<file path="src/rtl/alu_op_sequencer_if.sv">
`default_nettype none
// =============================================================================
// Module   : alu_op_sequencer_if
// Brief    : Button, ALU command/response and display bundle for the sequencer.
// Revision : 1.0 - initial release
// =============================================================================
interface alu_op_sequencer_if;
   logic [20:0] pb;
   logic        alu_en;
   logic [2:0]  alu_ctrl;
   logic        alu_cin;
   logic [3:0]  alu_a;
   logic [3:0]  alu_b;
   logic [3:0]  alu_m;
   logic        alu_s;
   logic        alu_o;
   logic        alu_cout;
   logic [3:0]  res_m;
   logic [2:0]  res_flags;
   logic [2:0]  state_code;
   logic        done;

   modport master (
      input  pb, alu_m, alu_s, alu_o, alu_cout,
      output alu_en, alu_ctrl, alu_cin, alu_a, alu_b,
             res_m, res_flags, state_code, done
   );

   modport slave (
      output pb, alu_m, alu_s, alu_o, alu_cout,
      input  alu_en, alu_ctrl, alu_cin, alu_a, alu_b,
             res_m, res_flags, state_code, done
   );
endinterface
`default_nettype wire

</file>
<file path="src/rtl/alu_op_sequencer.sv">
`default_nettype none
// =============================================================================
// Module   : alu_op_sequencer
// Brief    : Hex-key front end that loads A, B and op, pulses the ALU, and
//            captures its result for display.
// Revision : 1.0 - initial release
// =============================================================================
module alu_op_sequencer #(
   parameter int SYNC_STAGES   = 2,
   parameter int SETTLE_CYCLES = 1
) (
   input  wire logic          hz100,
   input  wire logic          reset,
   alu_op_sequencer_if.master bus
);
   localparam int c_fill_w = $clog2(SYNC_STAGES + 1);
   localparam int c_cnt_w  = (SETTLE_CYCLES > 1) ? $clog2(SETTLE_CYCLES) : 1;
   localparam logic [c_fill_w-1:0] c_fill_full = c_fill_w'(SYNC_STAGES);
   localparam logic [c_cnt_w-1:0]  c_cnt_last  = c_cnt_w'(SETTLE_CYCLES - 1);

   typedef enum logic [2:0] {
      ST_GET_A  = 3'd0,
      ST_GET_B  = 3'd1,
      ST_GET_OP = 3'd2,
      ST_EXEC   = 3'd3,
      ST_SHOW   = 3'd4
   } state_t;

   logic [17:0]         r_sync [SYNC_STAGES];
   logic [17:0]         r_prev;
   logic [17:0]         r_arm;
   logic [c_fill_w-1:0] r_fill;
   logic [17:0]         w_level;
   logic [17:0]         w_pulse;
   logic                w_unused;

   logic                w_clear;
   logic                w_enter;
   logic                w_digit_hit;
   logic [3:0]          w_digit;

   state_t              r_state;
   state_t              w_next;
   logic                w_capture;
   logic [c_cnt_w-1:0]  r_cnt;
   logic [3:0]          r_a;
   logic [3:0]          r_b;
   logic [3:0]          r_op;
   logic [3:0]          r_res;
   logic [2:0]          r_flags;
   logic                r_done;

   assign w_unused = &{1'b0, bus.pb[20:18]};
   assign w_level  = r_sync[SYNC_STAGES-1];

   // A bit is armed only after a genuine post-reset low sample, so a key held
   // through reset cannot fire until it has been released.
   always_ff @(posedge hz100) begin
      if (reset) begin
         for (int i = 0; i < SYNC_STAGES; i++) r_sync[i] <= '0;
         r_prev <= '0;
         r_arm  <= '0;
         r_fill <= '0;
      end else begin
         r_sync[0] <= bus.pb[17:0];
         for (int i = 1; i < SYNC_STAGES; i++) r_sync[i] <= r_sync[i-1];
         r_prev <= w_level;
         if (r_fill == c_fill_full) r_arm <= r_arm | ~w_level;
         else                       r_fill <= r_fill + c_fill_w'(1);
      end
   end

   assign w_pulse = w_level & ~r_prev & r_arm;

   always_comb begin
      w_digit_hit = 1'b0;
      w_digit     = 4'd0;
      for (int i = 15; i >= 0; i--) begin
         if (w_pulse[i]) begin
            w_digit_hit = 1'b1;
            w_digit     = 4'(i);
         end
      end
   end

   assign w_clear = w_pulse[17];
   assign w_enter = w_pulse[16] & ~w_digit_hit;

   always_ff @(posedge hz100) begin
      if (reset) r_state <= ST_GET_A;
      else       r_state <= w_next;
   end

   always_comb begin
      w_next    = r_state;
      w_capture = 1'b0;
      if (w_clear) begin
         w_next = ST_GET_A;
      end else begin
         case (r_state)
            ST_GET_A:  if (w_enter) w_next = ST_GET_B;
            ST_GET_B:  if (w_enter) w_next = ST_GET_OP;
            ST_GET_OP: if (w_enter) w_next = ST_EXEC;
            ST_EXEC: begin
               if (r_cnt == c_cnt_last) begin
                  w_next    = ST_SHOW;
                  w_capture = 1'b1;
               end
            end
            ST_SHOW: begin
               if (w_digit_hit)  w_next = ST_GET_B;
               else if (w_enter) w_next = ST_EXEC;
            end
            default: w_next = ST_GET_A;
         endcase
      end
   end

   // ALU outputs are only looked at on the capture cycle inside EXEC.
   always_ff @(posedge hz100) begin
      if (reset || w_clear) begin
         r_a     <= '0;
         r_b     <= '0;
         r_op    <= '0;
         r_res   <= '0;
         r_flags <= '0;
         r_done  <= 1'b0;
         r_cnt   <= '0;
      end else begin
         case (r_state)
            ST_GET_A:  if (w_digit_hit) r_a <= w_digit;
            ST_GET_B:  if (w_digit_hit) r_b <= w_digit;
            ST_GET_OP: begin
               if (w_digit_hit) r_op  <= w_digit;
               if (w_enter)     r_cnt <= '0;
            end
            ST_EXEC: begin
               r_cnt <= r_cnt + c_cnt_w'(1);
               if (w_capture) begin
                  r_res   <= bus.alu_m;
                  r_flags <= {bus.alu_s, bus.alu_o, bus.alu_cout};
                  r_done  <= 1'b1;
               end
            end
            ST_SHOW: begin
               if (w_digit_hit) begin
                  r_a    <= w_digit;
                  r_b    <= '0;
                  r_op   <= '0;
                  r_done <= 1'b0;
               end else if (w_enter) begin
                  r_cnt  <= '0;
                  r_done <= 1'b0;
               end
            end
            default: ;
         endcase
      end
   end

   assign bus.alu_en     = (r_state == ST_EXEC);
   assign bus.alu_a      = r_a;
   assign bus.alu_b      = r_b;
   assign bus.alu_ctrl   = r_op[2:0];
   assign bus.alu_cin    = r_op[3];
   assign bus.res_m      = r_res;
   assign bus.res_flags  = r_flags;
   assign bus.state_code = r_state;
   assign bus.done       = r_done;
endmodule
`default_nettype wire
</file>
<file path="src/flat_wrapper.sv">
// flat-port wrapper written by rule: the top's interface ports become plain ports
module alu_op_sequencer_flat 
#(
   parameter int SYNC_STAGES   = 2,
   parameter int SETTLE_CYCLES = 1
)
  (hz100, reset, bus_pb, bus_alu_m, bus_alu_s, bus_alu_o, bus_alu_cout, bus_alu_en, bus_alu_ctrl, bus_alu_cin, bus_alu_a, bus_alu_b, bus_res_m, bus_res_flags, bus_state_code, bus_done);
  alu_op_sequencer_if bus_i ();
  input  wire logic hz100;
  input  wire logic reset;
  input wire logic [$bits(bus_i.pb)-1:0] bus_pb;
  input wire logic [$bits(bus_i.alu_m)-1:0] bus_alu_m;
  input wire logic [$bits(bus_i.alu_s)-1:0] bus_alu_s;
  input wire logic [$bits(bus_i.alu_o)-1:0] bus_alu_o;
  input wire logic [$bits(bus_i.alu_cout)-1:0] bus_alu_cout;
  output wire logic [$bits(bus_i.alu_en)-1:0] bus_alu_en;
  output wire logic [$bits(bus_i.alu_ctrl)-1:0] bus_alu_ctrl;
  output wire logic [$bits(bus_i.alu_cin)-1:0] bus_alu_cin;
  output wire logic [$bits(bus_i.alu_a)-1:0] bus_alu_a;
  output wire logic [$bits(bus_i.alu_b)-1:0] bus_alu_b;
  output wire logic [$bits(bus_i.res_m)-1:0] bus_res_m;
  output wire logic [$bits(bus_i.res_flags)-1:0] bus_res_flags;
  output wire logic [$bits(bus_i.state_code)-1:0] bus_state_code;
  output wire logic [$bits(bus_i.done)-1:0] bus_done;
  assign bus_i.pb = bus_pb;
  assign bus_i.alu_m = bus_alu_m;
  assign bus_i.alu_s = bus_alu_s;
  assign bus_i.alu_o = bus_alu_o;
  assign bus_i.alu_cout = bus_alu_cout;
  assign bus_alu_en = bus_i.alu_en;
  assign bus_alu_ctrl = bus_i.alu_ctrl;
  assign bus_alu_cin = bus_i.alu_cin;
  assign bus_alu_a = bus_i.alu_a;
  assign bus_alu_b = bus_i.alu_b;
  assign bus_res_m = bus_i.res_m;
  assign bus_res_flags = bus_i.res_flags;
  assign bus_state_code = bus_i.state_code;
  assign bus_done = bus_i.done;
  alu_op_sequencer #(.SYNC_STAGES(SYNC_STAGES), .SETTLE_CYCLES(SETTLE_CYCLES)) u_core (.hz100(hz100), .reset(reset), .bus(bus_i));
endmodule
</file>
<file path="config.mk">
export PLATFORM = sky130hd
export DESIGN_NAME = alu_op_sequencer_flat
export DESIGN_NICKNAME = d
export VERILOG_FILES = /design/src/rtl/alu_op_sequencer_if.sv /design/src/rtl/alu_op_sequencer.sv /design/src/flat_wrapper.sv
export SDC_FILE = /design/constraint.sdc
export NUM_CORES = 1
export LEC_CHECK = 0
export CAP_MARGIN = 20
export CELL_PAD_IN_SITES_DETAIL_PLACEMENT = 1
export CELL_PAD_IN_SITES_GLOBAL_PLACEMENT = 1
export CORE_ASPECT_RATIO = 0.75
export CORE_MARGIN = 4
export CORE_UTILIZATION = 43
export DETAILED_ROUTE_END_ITERATION = 10
export DONT_BUFFER_PORTS = 1
export MAX_ROUTING_LAYER = met4
export PLACE_DENSITY_LB_ADDON = 0.3
export RECOVER_POWER = 50
export SLEW_MARGIN = 20
export SYNTH_ARGS = -nofsm -noshare
export SYNTH_HDL_FRONTEND = slang
export SYNTH_SLANG_ARGS = --single-unit
</file>
<file path="constraint.sdc">
create_clock -name hz100 -period 1.92 [get_ports hz100]
set_input_delay 0.576 -clock hz100 [delete_from_list [all_inputs] [get_ports hz100]]
set_output_delay 0.576 -clock hz100 [all_outputs]
set_load 0.03 [all_outputs]
</file>
==> After elaboration in Yosys (flattened, before gate mapping) <==
Memory sizes are Yosys's and may differ from the RTL's.
Cells that the tools add are included.
{ "classes": {"eq_ne": 14, "n_reduce_logical": 15, "bitwise": 9, "n_addsub": 2, "n_mux": 57} }
{ "op_table": {"columns": ["operator", "n"], "rows": [
  ["$mux 4", 18],
  ["$and 18x18->18", 2],
  ["$mux 18", 2],
  ["$not 18->18", 2],
  ["$mux 1", 27],
  ["$or 18x18->18", 1],
  ["$pmux 4 s2", 2],
  ["$mux 3", 5],
  ["$pmux 3 s5", 1],
  ["$ne 2x1->1 const B", 6],
  ["$reduce_and 3->1", 4],
  ["$eq 3x2->1 const B", 2],
  ["$reduce_and 2->1", 3],
  ["$reduce_bool 2->1", 3],
  ["$ne 2x2->1 const B", 2],
  ["$reduce_or 2->1", 2],
  ["$eq 3x1->1 const B", 1],
  ["$eq 3x3->1 const B", 1],
  ["$logic_not 3->1", 1],
  ["$ne 3x1->1 const B", 1],
  ["$pmux 1 s3", 1],
  ["$reduce_bool 3->1", 1],
  ["$add 2x1->2 const B", 1],
  ["$eq 2x2->1 const B", 1],
  ["other kinds (6)", 7]
]} }
{ "word_totals": {"mem_bits_rw": 36, "elab_cells": 109, "mem_count": 1, "output_inout_bits": 24, "input_bits": 30, "regBits": 62} }
{ "memory_table": {"columns": ["name", "depth", "width", "rd", "rd_clocked_by_memory_dff", "wr", "line", "text"], "rows": [
  ["u_core.r_sync", 2, 18, 2, 0, 2, "alu_op_sequencer.sv:29", "logic [17:0] r_sync [SYNC_STAGES];"]
]} }

==> Logic depth before layout (Yosys ltp) <==
{ "logic_depth": {"ltp_word": 24, "depth_mapped": 7, "mapped_depth_nobuf": 6} }

==> Worst setup path after synthesis <==
Ideal clock, no wire load.
{ "synth_timing": {"kind": "register -> register", "startpoint": "register u_core.r_state[0], in the netlist u_core.bus.state_code[0]", "endpoint": "register u_core.r_flags[2], in the netlist u_core.bus.res_flags[2]", "period_less_slack_ns": 1.993, "required_time_ns": 1.801, "arrival_time_ns": 1.874, "path_buffers": 1, "stages_incl_launch_ff": 7, "setup_slack_ns": -0.073, "setup_time_ns": 0.119, "path_cell_list": "dfxtp_1 buf_2 nor2b_1 and2_1 nor2b_1 nand2_1 o221a_2"} }
{ "synth_between": {"elab_chain_len": 4} }
{ "synth_rtl": {"columns": ["item", "line", "text"], "rows": [
  ["start: declaration", "alu_op_sequencer.sv:42", "state_t r_state;"],
  ["start signal: assignment", "alu_op_sequencer.sv:91", "else r_state <= w_next;"],
  ["$eq 3x2->1 *", null, null],
  ["named net bus_alu_en", "flat_wrapper.sv:16", "output wire logic [$bits(bus_i.alu_en)-1:0] bus_alu_en;"],
  ["$mux 1", "alu_op_sequencer.sv:100", "case (r_state)"],
  ["$mux 1", "alu_op_sequencer.sv:97", "if (w_clear) begin"],
  ["$reduce_and 2->1 (no source line) *", null, null],
  ["end signal: assignment", "alu_op_sequencer.sv:141", "r_flags <= {bus.alu_s, bus.alu_o, bus.alu_cout};"],
  ["end: declaration", "alu_op_sequencer.sv:50", "logic [2:0] r_flags;"]
]} }
The timed path passes the listed nets; every way through them passes the cells marked *.
A chain may end at the register's enable or synchronous reset.

==> Worst setup path after layout <==
{ "layout_timing": {"startpoint": "register u_core.r_arm[10]", "endpoint": "register u_core.r_a[2], in the netlist u_core.bus.alu_a[2]"} }
{ "layout_between": {"elab_chain_len": 13, "word_cells_on_any_way": 24, "cone_classes": "22 x mux; 1 x bitwise; 1 x reduce/logical"} }
{ "layout_rtl": {"columns": ["item", "line", "text"], "rows": [
  ["start: declaration", "alu_op_sequencer.sv:31", "logic [17:0] r_arm;"],
  ["start signal: assignment", "alu_op_sequencer.sv:68", "if (r_fill == c_fill_full) r_arm <= r_arm | ~w_level;"],
  ["$and 18x18->18 *", "alu_op_sequencer.sv:73", "assign w_pulse = w_level & ~r_prev & r_arm;"],
  ["$mux 1 (11 in a row)", "alu_op_sequencer.sv:79", "if (w_pulse[i]) begin"],
  ["$reduce_and 2->1 (no source line)", null, null],
  ["end signal: assignment", "alu_op_sequencer.sv:131", "ST_GET_A: if (w_digit_hit) r_a <= w_digit;"],
  ["end signal: assignment", "alu_op_sequencer.sv:147", "r_a <= w_digit;"],
  ["end: declaration", "alu_op_sequencer.sv:46", "logic [3:0] r_a;"]
]} }
Mark *: on every way between the ends. The rest lies on a longest branch, timed or not.

==> flow_metrics.py <==
metrics = {
    "synthesis": {
        "synth_ff_type": "dfxtp_1",
        "synth_cell_types": 50,
        "ys_seq_elements": 98,
        "synth-edff-count": 0,
        "synth_cells": 364,
        "synth_fp_nets": 395,
        "postSynthAreaPerCell_um2": 9.56,
        "yosysWarnings": 0,
        "synth_area_um2": 3480,
        "ys_seq_area_frac": 0.564,
        "synthArstFlopShare": 0,
    },
    "place": {
        "dp.cells": 465,
        "dp_hpwl_um": 5270,
        "gp_congestion": 0.814,
        "port-buffer-count": 0,
    },
    "die": {
        "die_area_um2": 9610,
        "die-width_um": 112,
        "ios": 54,
        "core_area_um2": 7880,
        "rows": 28,
        "start_util": 0.441,
        "dieHeight_um": 85.9,
    },
    "timing": {
        "fmax_ghz": 0.531,
        "clock_skew_ns": 0.00851,
        "tns_ns": 0,
        "finalSetupViolations": 0,
        "slew_violations": 0,
        "hold_viol_final": 0,
        "worstMarginPinSlew_ns": 0.500,
        "slew_headroom": 0.666,
        "fin_crit_sh": 0.981,
        "rsz0062_at_grt": "true",
        "fin_crit_ns": 1.88,
    },
    "grt": {
        "use_met3": 0.0487,
        "grt_use_met2": 0.262,
        "grt_max_degree": 77,
        "antenna_found_initial": 0,
        "gr-usage-met1": 0.205,
        "busiest_layer": "met2",
        "grtUsageTotal": 0.165,
        "grt_pass1_vias": 2552,
        "grt_overflow_total": 0,
        "grt_pass1_wl_um": 12300,
    },
    "routing": {
        "vias": 2450,
        "drt_first_pass_iters": 4,
        "dr.first_iter.drc_count": 81,
        "antenna_left": 0,
        "drc_errors": 0,
        "wire_per_inst_um": 14.9,
        "via_per_inst": 5.08,
        "routed_wl_um": 7190,
    },
    "pwr": {
        "powerDensity_nw_per_um2": 1130,
        "p_leak_uw": 0.00151,
        "vdd_ir_drop_max_mv": 0.458,
    },
    "layout": {
        "drive_above_1_share": 0.135,
        "layout.nets": 403,
        "diodes": 0,
        "final_cell_count_no_fill": 482,
        "area_growth_syn_to_layout_pct": 11.8,
    },
    "flow_run": {
        "cap_violations": 0,
    },
    "critical_path": {
        "worst-path-buf-inv": 1,
        "worstReg2RegStart": "u_core.r_arm[10]",
        "regToRegEndpoint": "u_core.bus.alu_a[2]",
        "critical-path-max-stage-delay_ns": 0.46,
        "crit_path_cell_trace": "and3b_2 -> or2_4 -> or3_4 -> o21ai_4 -> buf_6 -> mux2i_1 -> nor2_1",
        "crit_path_max_fanout": 5,
        "worst_setup_path_start_kind": "flip-flop",
        "slowest_stage": "or3_4",
        "arrival_ns": 2.14,
        "reg2reg_depth": 7,
        "path_delay_family": "simple AND/OR/NAND/NOR gates",
        "critPathKind": "reg2reg",
        "cp_data_required_time_ns": 2.18,
        "ff2ff_setup_slack_ns": 0.04,
        "cp-end-kind": "flip-flop",
    },
    "clock_tree": {
        "clk_pin_slew_worst_paths_ns": 0.09,
        "cts_buffers": 9,
        "tritoncts": "done",
        "ctsRootBufferMaster": "clkbuf_8",
        "cts.sinks": 98,
        "cts_max_level": 3,
        "insertion_delay_ns": 0.36,
        "ctsHoldBuffers": 0,
        "cts_buffer_depth": 2,
    },
    "min_path": {
        "hold_path_end": "u_core.r_arm[16]",
        "hold_depth": 1,
        "hold_start": "reset",
        "holdCritPathClass": "in2reg",
    },
    "outcome": {
        "status": "finished, final reports clean",
    },
}
## worst max path at each step
stage | start | endpoint | depth (start not counted)
5_1_grt | u_core.r_arm[10] | u_core.bus.alu_a[2] | 7
2_1_floorplan | u_core.bus.state_code[0] | u_core.bus.res_flags[2] | 6
4_1_cts | u_core.r_arm[10] | u_core.bus.alu_a[2] | 7
3_3_place_gp | u_core.r_arm[10] | u_core.bus.alu_a[0] | 5
6_report | u_core.r_arm[10] | u_core.bus.alu_a[2] | 7
3_5_place_dp | u_core.r_arm[10] | u_core.bus.alu_a[0] | 5
## layout make-up
type                    instances  area (µm²)
fillers                       919        4000
flip-flops and latches         98        1960
multi-input cells             231        1400
clock buffers                  10         138
well taps                     105         131
repair buffers                 12         104
inverters                      20        75.1
clock inverters                 6        72.6
## layer usage
metal / vias up / part of all wire
met2: 37 / 0.48
met4: 0 / 0.011
li1: 1229 / -
met5: - / 0
met3: 9 / 0.044
met1: 1175 / 0.47
## power by group
part	internal, µW	switching [µW]
combinational	290	400
sequential	2230	120
clock	656	718
total	3170	1240
## Yosys cell counts, drive strengths merged (2+ instances only)
master	n	area, µm²
dfxtp	98	1960
nor2	55	225
nor2b	39	244
a21oi	31	155
inv	20	75.1
nand2	17	63.8
nand3b	15	113
o21ai	13	80.1
clkbuf	12	45.0
and2	7	43.8
o221a	7	78.8
nand2b	5	31.3
and3b	4	35.0
nand4	4	31.3
a32o	3	30.0
buf	3	12.5
o31ai	3	22.5
or2	3	21.3
nand3	2	10.0
## placed cells by master (no fill, tap or decap), types with 7 or more instances in the layout
cell type   n
dfxtp_1    96
nor2_1     53
nor2b_1    38
a21oi_1    31
inv_1      20
nand2_1    17
nand3b_1   15
o21ai_0    10
clkbuf_8   10
buf_4       9
o221a_2     7
## flip-flops by register name (all words and copies together) (netlist names)
register,cells
u_core.bus.state_code,3
u_core.r_cnt,1
u_core.bus.done,1
u_core.r_prev,18
u_core.bus.alu_b,4
u_core.bus.res_flags,3
u_core.bus.res_m,4
u_core.r_fill,2
u_core.r_sync,36
u_core.r_arm,18
u_core.r_op,4
u_core.bus.alu_a,4
## timing repair
action	in CTS	in global routing
pin swaps	1	4
gates resized for setup	1	8
endpoints found under the setup margin	2	5
buffers inserted	1	0
## logic make-up after synthesis
kind of cell / share of synthesized area
adders and majority gates: 0.00360
muxes: 0.00611
DFF: 0.564
AOI/OAI and AO/OA: 0.134
xor gates and xnor gates: 0.00504
buffers and inverters: 0.0381
and+or+nand+nor: 0.249
## through the flow
step                area (µm²)   util  power [µW]  hold WS, ns  setup WS, ns
floorplan                 3480      -        2890        0.414        0.0250
global placement          3650  0.463        3000        0.422        0.0756
detailed placement        3650  0.463        3060        0.428        0.0110
CTS                       3870  0.491        4460        0.255        0.0139
global route              3890  0.493        4670        0.250       -0.0411
finish                    3890  0.493        4410        0.288        0.0371
(Power assumes the default switching activity.)
